File: src/rtl/pipeline_scoreboard_if.sv
// ID-stage hazard bus between the decode logic and the scoreboard.
// The master side is the decoder (drives the decoded instruction fields),
// the slave side is the scoreboard (returns stall/bubble controls and status).
interface pipeline_scoreboard_if #(
  parameter int NREGS  = 32,
  parameter int IDX_W  = 5,
  parameter int LAT_W  = 3,
  parameter int STAT_W = 16
);
  logic              id_valid;
  logic [IDX_W-1:0]  id_rs1;
  logic [IDX_W-1:0]  id_rs2;
  logic              id_use_rs1;
  logic              id_use_rs2;
  logic              id_wr;
  logic [IDX_W-1:0]  id_rd;
  logic [LAT_W-1:0]  id_lat;
  logic              flush;
  logic              stall;
  logic              pc_write;
  logic              if_id_write;
  logic              ctrl_reset;
  logic              issue;
  logic [NREGS-1:0]  busy;
  logic [STAT_W-1:0] stall_cycles;

  modport master (
    output id_valid, id_rs1, id_rs2, id_use_rs1, id_use_rs2,
           id_wr, id_rd, id_lat, flush,
    input  stall, pc_write, if_id_write, ctrl_reset, issue, busy, stall_cycles
  );

  modport slave (
    input  id_valid, id_rs1, id_rs2, id_use_rs1, id_use_rs2,
           id_wr, id_rd, id_lat, flush,
    output stall, pc_write, if_id_write, ctrl_reset, issue, busy, stall_cycles
  );
endinterface

File: src/rtl/pipeline_scoreboard.sv
// Per-register countdown scoreboard for the ID stage. Each architectural
// register (except x0) has a down-counter holding the cycles left until its
// in-flight result can be consumed. Source (RAW) and WAW hazards are decided
// combinationally from the registered counters, giving zero-cycle stall
// decisions; issued writes reload their destination counter.
module pipeline_scoreboard #(
  parameter int NREGS  = 32,
  parameter int IDX_W  = 5,
  parameter int LAT_W  = 3,
  parameter bit FWD_EN = 1'b1,
  parameter int STAT_W = 16
) (
  input  logic                  clock,
  input  logic                  reset,
  pipeline_scoreboard_if.slave  sb
);

  localparam logic [LAT_W-1:0]  CNT_ONE  = LAT_W'(1);
  localparam logic [STAT_W-1:0] STAT_MAX = '1;

  logic [LAT_W-1:0]  cnt_q [NREGS];
  logic [LAT_W-1:0]  cnt_d [NREGS];
  logic [STAT_W-1:0] stall_cycles_q;
  logic [STAT_W-1:0] stall_cycles_d;

  logic src1_hz;
  logic src2_hz;
  logic waw_hz;
  logic stall_c;
  logic issue_c;

  // Counter lookup; indices outside the register file read as idle.
  function automatic logic [LAT_W-1:0] cnt_at(input logic [IDX_W-1:0] idx);
    logic [LAT_W-1:0] c;
    c = '0;
    for (int k = 1; k < NREGS; k++) begin
      if (idx == IDX_W'(k)) c = cnt_q[k];
    end
    return c;
  endfunction

  // With bypassing, the final cycle of a producer is covered by forwarding.
  function automatic logic src_blocked(input logic [LAT_W-1:0] c);
    if (FWD_EN) return (c > CNT_ONE);
    else        return (c != '0);
  endfunction

  // Saturating increment for the stall statistic.
  function automatic logic [STAT_W-1:0] sat_inc(input logic [STAT_W-1:0] v);
    if (v == STAT_MAX) return v;
    else               return v + STAT_W'(1);
  endfunction

  // Hazard detection against the pre-issue counters (self-dependency safe).
  always_comb begin
    src1_hz = sb.id_use_rs1 && (sb.id_rs1 != '0) && src_blocked(cnt_at(sb.id_rs1));
    src2_hz = sb.id_use_rs2 && (sb.id_rs2 != '0) && src_blocked(cnt_at(sb.id_rs2));
    waw_hz  = sb.id_wr && (sb.id_rd != '0) && (cnt_at(sb.id_rd) > sb.id_lat);
    stall_c = sb.id_valid && (src1_hz || src2_hz || waw_hz);
    issue_c = sb.id_valid && !stall_c && !sb.flush;
  end

  assign sb.stall        = stall_c;
  assign sb.pc_write     = !stall_c;
  assign sb.if_id_write  = !stall_c;
  assign sb.ctrl_reset   = stall_c || sb.flush;
  assign sb.issue        = issue_c;
  assign sb.stall_cycles = stall_cycles_q;

  // Busy vector mirrors non-zero counters; x0 is never busy.
  always_comb begin
    sb.busy    = '0;
    for (int i = 1; i < NREGS; i++) begin
      sb.busy[i] = (cnt_q[i] != '0);
    end
  end

  // Next counter values: a new issue overrides the decrement of the same cycle.
  always_comb begin
    for (int i = 0; i < NREGS; i++) begin
      cnt_d[i] = cnt_q[i];
      if (i == 0) begin
        cnt_d[i] = '0;
      end else if (issue_c && sb.id_wr && (sb.id_rd == IDX_W'(i)) && (sb.id_lat != '0)) begin
        cnt_d[i] = sb.id_lat;
      end else if (cnt_q[i] != '0) begin
        cnt_d[i] = cnt_q[i] - CNT_ONE;
      end
    end
    stall_cycles_d = (stall_c && !sb.flush) ? sat_inc(stall_cycles_q) : stall_cycles_q;
  end

  // State registers; reset aborts all tracking immediately.
  always_ff @(posedge clock or posedge reset) begin
    if (reset) begin
      for (int i = 0; i < NREGS; i++) cnt_q[i] <= '0;
      stall_cycles_q <= '0;
    end else begin
      for (int i = 0; i < NREGS; i++) cnt_q[i] <= cnt_d[i];
      stall_cycles_q <= stall_cycles_d;
    end
  end

endmodule

File: src/flat_wrapper.sv
// flat-port wrapper written by rule: the top's interface ports become plain ports
module pipeline_scoreboard_flat 
#(
  parameter int NREGS  = 32,
  parameter int IDX_W  = 5,
  parameter int LAT_W  = 3,
  parameter bit FWD_EN = 1'b1,
  parameter int STAT_W = 16
)
  (clock, reset, sb_id_valid, sb_id_rs1, sb_id_rs2, sb_id_use_rs1, sb_id_use_rs2, sb_id_wr, sb_id_rd, sb_id_lat, sb_flush, sb_stall, sb_pc_write, sb_if_id_write, sb_ctrl_reset, sb_issue, sb_busy, sb_stall_cycles);
  pipeline_scoreboard_if #(.NREGS(NREGS), .IDX_W(IDX_W), .LAT_W(LAT_W), .STAT_W(STAT_W)) sb_i ();
  input  logic clock;
  input  logic reset;
  input wire logic [$bits(sb_i.id_valid)-1:0] sb_id_valid;
  input wire logic [$bits(sb_i.id_rs1)-1:0] sb_id_rs1;
  input wire logic [$bits(sb_i.id_rs2)-1:0] sb_id_rs2;
  input wire logic [$bits(sb_i.id_use_rs1)-1:0] sb_id_use_rs1;
  input wire logic [$bits(sb_i.id_use_rs2)-1:0] sb_id_use_rs2;
  input wire logic [$bits(sb_i.id_wr)-1:0] sb_id_wr;
  input wire logic [$bits(sb_i.id_rd)-1:0] sb_id_rd;
  input wire logic [$bits(sb_i.id_lat)-1:0] sb_id_lat;
  input wire logic [$bits(sb_i.flush)-1:0] sb_flush;
  output wire logic [$bits(sb_i.stall)-1:0] sb_stall;
  output wire logic [$bits(sb_i.pc_write)-1:0] sb_pc_write;
  output wire logic [$bits(sb_i.if_id_write)-1:0] sb_if_id_write;
  output wire logic [$bits(sb_i.ctrl_reset)-1:0] sb_ctrl_reset;
  output wire logic [$bits(sb_i.issue)-1:0] sb_issue;
  output wire logic [$bits(sb_i.busy)-1:0] sb_busy;
  output wire logic [$bits(sb_i.stall_cycles)-1:0] sb_stall_cycles;
  assign sb_i.id_valid = sb_id_valid;
  assign sb_i.id_rs1 = sb_id_rs1;
  assign sb_i.id_rs2 = sb_id_rs2;
  assign sb_i.id_use_rs1 = sb_id_use_rs1;
  assign sb_i.id_use_rs2 = sb_id_use_rs2;
  assign sb_i.id_wr = sb_id_wr;
  assign sb_i.id_rd = sb_id_rd;
  assign sb_i.id_lat = sb_id_lat;
  assign sb_i.flush = sb_flush;
  assign sb_stall = sb_i.stall;
  assign sb_pc_write = sb_i.pc_write;
  assign sb_if_id_write = sb_i.if_id_write;
  assign sb_ctrl_reset = sb_i.ctrl_reset;
  assign sb_issue = sb_i.issue;
  assign sb_busy = sb_i.busy;
  assign sb_stall_cycles = sb_i.stall_cycles;
  pipeline_scoreboard #(.NREGS(NREGS), .IDX_W(IDX_W), .LAT_W(LAT_W), .FWD_EN(FWD_EN), .STAT_W(STAT_W)) u_core (.clock(clock), .reset(reset), .sb(sb_i));
endmodule
File: config.mk
export PLATFORM = sky130hd
export DESIGN_NAME = pipeline_scoreboard_flat
export DESIGN_NICKNAME = d
export VERILOG_FILES = /design/src/rtl/pipeline_scoreboard_if.sv /design/src/rtl/pipeline_scoreboard.sv /design/src/flat_wrapper.sv
export SDC_FILE = /design/constraint.sdc
export NUM_CORES = 1
export LEC_CHECK = 0
export BUFFER_PORTS_ARGS = -buffer_cell sky130_fd_sc_hd__buf_2
export CAP_MARGIN = 20
export CELL_PAD_IN_SITES_DETAIL_PLACEMENT = 0
export CELL_PAD_IN_SITES_GLOBAL_PLACEMENT = 1
export CORE_ASPECT_RATIO = 1.75
export CORE_MARGIN = 1.5
export CORE_UTILIZATION = 43
export DETAILED_ROUTE_END_ITERATION = 8
export GPL_TIMING_DRIVEN = 0
export PLACE_DENSITY_LB_ADDON = 0.1
export SETUP_SLACK_MARGIN = 0.4
export SLEW_MARGIN = 10
export SYNTH_ARGS = -nofsm -noshare
export SYNTH_HDL_FRONTEND = slang
export SYNTH_SLANG_ARGS = --single-unit
File: constraint.sdc
create_clock -name clock -period 3.81 [get_ports clock]
set_input_delay 0.1905 -clock clock [delete_from_list [all_inputs] [get_ports clock]]
set_output_delay 0.1905 -clock clock [all_outputs]
set_load 0.1 [all_outputs]
==> flow_metrics.py <==
metrics = {
    "synth": {
        "avgSynthCellArea_sq_um": 8.96,
        "yosysMostFrequentCell": "dfrtp_1",
        "syn-instance-count": 1091,
        "synth_ff_type": "dfrtp_1",
        "yosysTopAreaCell": "dfrtp_1",
        "ys_seq_elements": 109,
        "synth.cell_area_sq_um": 9770,
        "yosysSeqAreaShare_pct": 27.9,
        "synth_area_leaders": "dfrtp_1, mux2i_1, ha_1",
        "synth_common_cells": "dfrtp_1, mux2i_1, o21ai_0, nand2_1, inv_1",
        "synth_top_area_share_pct": 27.9,
        "synthDistinctLibCells": 76,
        "yosys_warnings": 0,
        "synth_edf_count": 0,
        "postSynth.asyncResetShare_pct": 100,
        "syn_nets": 1182,
    },
    "setup_path": {
        "critPathKind": "in -> out",
        "timing.critical_path.to": "sb_if_id_write",
        "crit_buf_inv": 5,
        "worstPathMaxFanout": 10,
        "end_kind": "output port",
        "start_kind": "input port",
        "reg2reg_depth": 20,
        "cp_common_cell": "o21ai_4",
        "cpPeakStageDelay_ns": 0.40,
        "reg2reg_to": "u_core.cnt_q[63]$_DFFE_PP0P_",
        "cp_data_required_time_ns": 3.62,
        "worstPathCellList": "buf_2 -> clkbuf_4 -> clkbuf_2 -> nand2_1 -> nor2_1 -> a32oi_1 -> nand3_1 -> o21ai_1 -> a21oi_1 -> ha_1 -> nor2b_1 -> o21a_1 -> o2111ai_4 -> o2111ai_2 -> o22ai_2 -> o21ai_4 -> o21ai_4 -> buf_4 -> buf_12",
        "r2r-start": "u_core.cnt_q[82]$_DFFE_PP0P_",
        "cp_num_cells": 19,
        "cp_data_arrival_time_ns": 4.08,
        "rrSetupSlack_ns": -0.37,
        "cp_slowest_cell": "nor2_1",
        "cp_top_family": "compound AO/OA/AOI/OAI gates",
        "critPathLaunch": "sb_id_rd[0]",
    },
    "power": {
        "p_switching_mw": 4.99,
        "peakVddDrop_v": 0.000422,
        "pwr-share-seq_pct": 27.2,
        "intPower_mw": 4.44,
        "combPwrFrac_pct": 61.9,
        "cellPowerDensity_nw_per_um2": 801,
        "p_leak_nw": 5.58,
        "clock_power_share_pct": 10.9,
        "switching_share_pct": 52.9,
    },
    "clocking": {
        "cts_buffers": 9,
        "clock_path_buffers": 2,
        "cts.clk_slew.worst_paths_ns": 0.07,
        "cts_sinks": 109,
        "clk_latency_ns": 0.40,
        "htreeDepth": 3,
        "cts_tree": "done",
        "cts-root-buf": "clkbuf_16",
    },
    "finish": {
        "layoutNonFillerInstCount": 1504,
        "areaGrowthSynthToFinish_pct": 20.4,
        "nets": 1295,
        "antenna_cells": 0,
        "stdcell_area_sq_um": 11800,
        "drive_gt1_share_pct": 24.3,
    },
    "route": {
        "firstDrtPassIters": 5,
        "drtIter0Drc": 683,
        "routed_wl_mm": 38.1,
        "detail-route-antenna-nets": 0,
        "drc": 0,
        "vias": 9176,
        "wl_per_cell_microns": 25.4,
        "routed_via_density": 6.10,
    },
    "sta": {
        "slew_viol_final": 0,
        "post-route-period-util_pct": 112,
        "hold_violations": 0,
        "rsz0062_at_grt": "true",
        "setup_ws_ns": -0.464,
        "setup_viol": 114,
        "max_freq_mhz": 234,
        "worst_pin_slew_ns": 0.988,
        "period_minus_slack_ns": 4.27,
        "whs_ns": 0.233,
        "fin_skew_ns": 0.0173,
        "slew_headroom_pct": 34.2,
    },
    "hold_path": {
        "min_path_cells": 4,
        "hp-class": "in -> reg",
        "hold_start": "sb_id_rd[4]",
    },
    "floorplanning": {
        "rows": 72,
        "coreArea_sq_um": 22300,
        "num_io_pins": 78,
        "die_h_microns": 202,
        "die_area_sq_um": 23700,
        "die_w_microns": 117,
        "initial_core_util_pct": 43.9,
    },
    "global_routing": {
        "grt_max_degree": 79,
        "grt.total_usage_pct": 33.0,
        "grt_pass1_wl_mm": 55.9,
        "grt_overflow": 0,
        "grt_pass1_vias": 9217,
        "antenna_found_initial": 0,
    },
    "place": {
        "placed_cells": 1458,
        "globalplace.congestion": 0.999,
        "io_buffers": 70,
        "dp_hpwl_mm": 28.0,
        "placed_area_sq_um": 10800,
    },
    "outcome": {
        "violations": "negative setup slack",
        "status": "finished, violations left",
    },
    "run": {
        "maxCapViolCount": 0,
    },
}
==> cell families after synthesis <==
| kind of cell | synth area share (%) |
|---|---|
| other | 0.0384 |
| AO/OA/AOI/OAI | 15.2 |
| flip-flops | 27.9 |
| XOR/XNOR | 4.12 |
| adder cells (fa/ha/maj) | 8.45 |
| multiplexers | 15.8 |
| buffers and inverters | 6.85 |
| AND/OR/NAND/NOR | 21.6 |
==> stage by stage <==
step | setup slack (ns) | power [mW] | setup TNS (ns) | utilization [%]
3_3_place_gp | -1.07 | 7.82 | -202.99 | 48.5
2_1_floorplan | -0.288 | 6.55 | -0.547 | -
4_1_cts | -0.428 | 9.29 | -27.28 | 51.8
6_report | -0.464 | 9.43 | -32.49 | 52.9
5_1_grt | -0.567 | 10.0 | -42.89 | 52.9
3_5_place_dp | -1.07 | 7.93 | -99.61 | 48.6
==> state kept, by name, indices dropped and copies added, names as in the netlist <==
name / flops
u_core.sb.stall_cycles: 16
u_core.cnt_q: 93
==> power groups by stage <==
stage	logic [mW]	registers (mW)	clock network, mW
2_1_floorplan	4.20	2.35	0
3_3_place_gp	5.25	2.57	0
3_5_place_dp	5.35	2.58	0
4_1_cts	5.71	2.53	1.04
5_1_grt	6.37	2.60	1.07
6_report	5.84	2.56	1.03
==> worst min path at each step <==
stage	to	slack (ns)
final	u_core.cnt_q[92]$_DFFE_PP0P_	0.23
after CTS	u_core.cnt_q[92]$_DFFE_PP0P_	0.23
after global routing	u_core.cnt_q[91]$_DFFE_PP0P_	0.27
after global placement	u_core.sb.stall_cycles[8]$_DFFE_PP0P_	0.47
after floorplan	u_core.cnt_q[0]$_DFFE_PP0P_	0.34
after detailed placement	u_core.cnt_q[53]$_DFFE_PP0P_	0.20
==> worst reg2reg max path, delay by kind of cell, from the launching register on <==
kind / cells / cell delay (ns)
compound gates: 11 / 2.13
fa+ha+maj: 1 / 0.26
buf+inv: 2 / 0.42
flops: 1 / 0.39
mux: 1 / 0.31
simple gates: 5 / 0.57
==> what timing repair did <==
| item | in CTS | in global routing |
|---|---|---|
| pin swaps | 14 | 8 |
| setup endpoints to repair | 114 | 114 |
| hold buffers | 1 | 0 |
| resized for setup | 46 | 25 |
| endpoints found under the hold margin | 31 | 0 |
| cloned | 2 | 2 |
| setup buffers | 17 | 8 |
==> per-layer routing <==
metal / routed length (microns) / global-route usage [%]
met5: 0 / 0
met4: 3850 / 27.3
met1: 13200 / 34.7
met3: 2000 / 5.07
met2: 19100 / 56.4
==> layout make-up <==
cell class | count | area (sq um)
Fill cell | 2221 | 10500
Multi-Input combinational cell | 832 | 6700
Sequential cell | 109 | 2730
Timing Repair Buffer | 102 | 811
Buffer | 67 | 534
Tap cell | 296 | 370
Inverter | 83 | 320
Clock buffer | 11 | 243
Clock inverter | 4 | 55.1
==> cells in the final DEF, fill, tap and decap left out, types with 12 or more instances in the layout <==
cell and instances:
mux2_2 34, nor2b_1 18, inv_1 79, clkbuf_16 12, a21oi_1 31, ha_1 66
nor3_1 18, xnor2_1 35, buf_2 85, o22ai_1 13, mux2i_1 94, nand2b_1 42
o21ai_0 84, nand2_1 85, nand3_1 16, buf_4 18, buf_6 20, dfrtp_1 104
nand4_4 26, clkbuf_1 15, nor2_1 71
No activity file was read; power rests on OpenSTA's default activity.
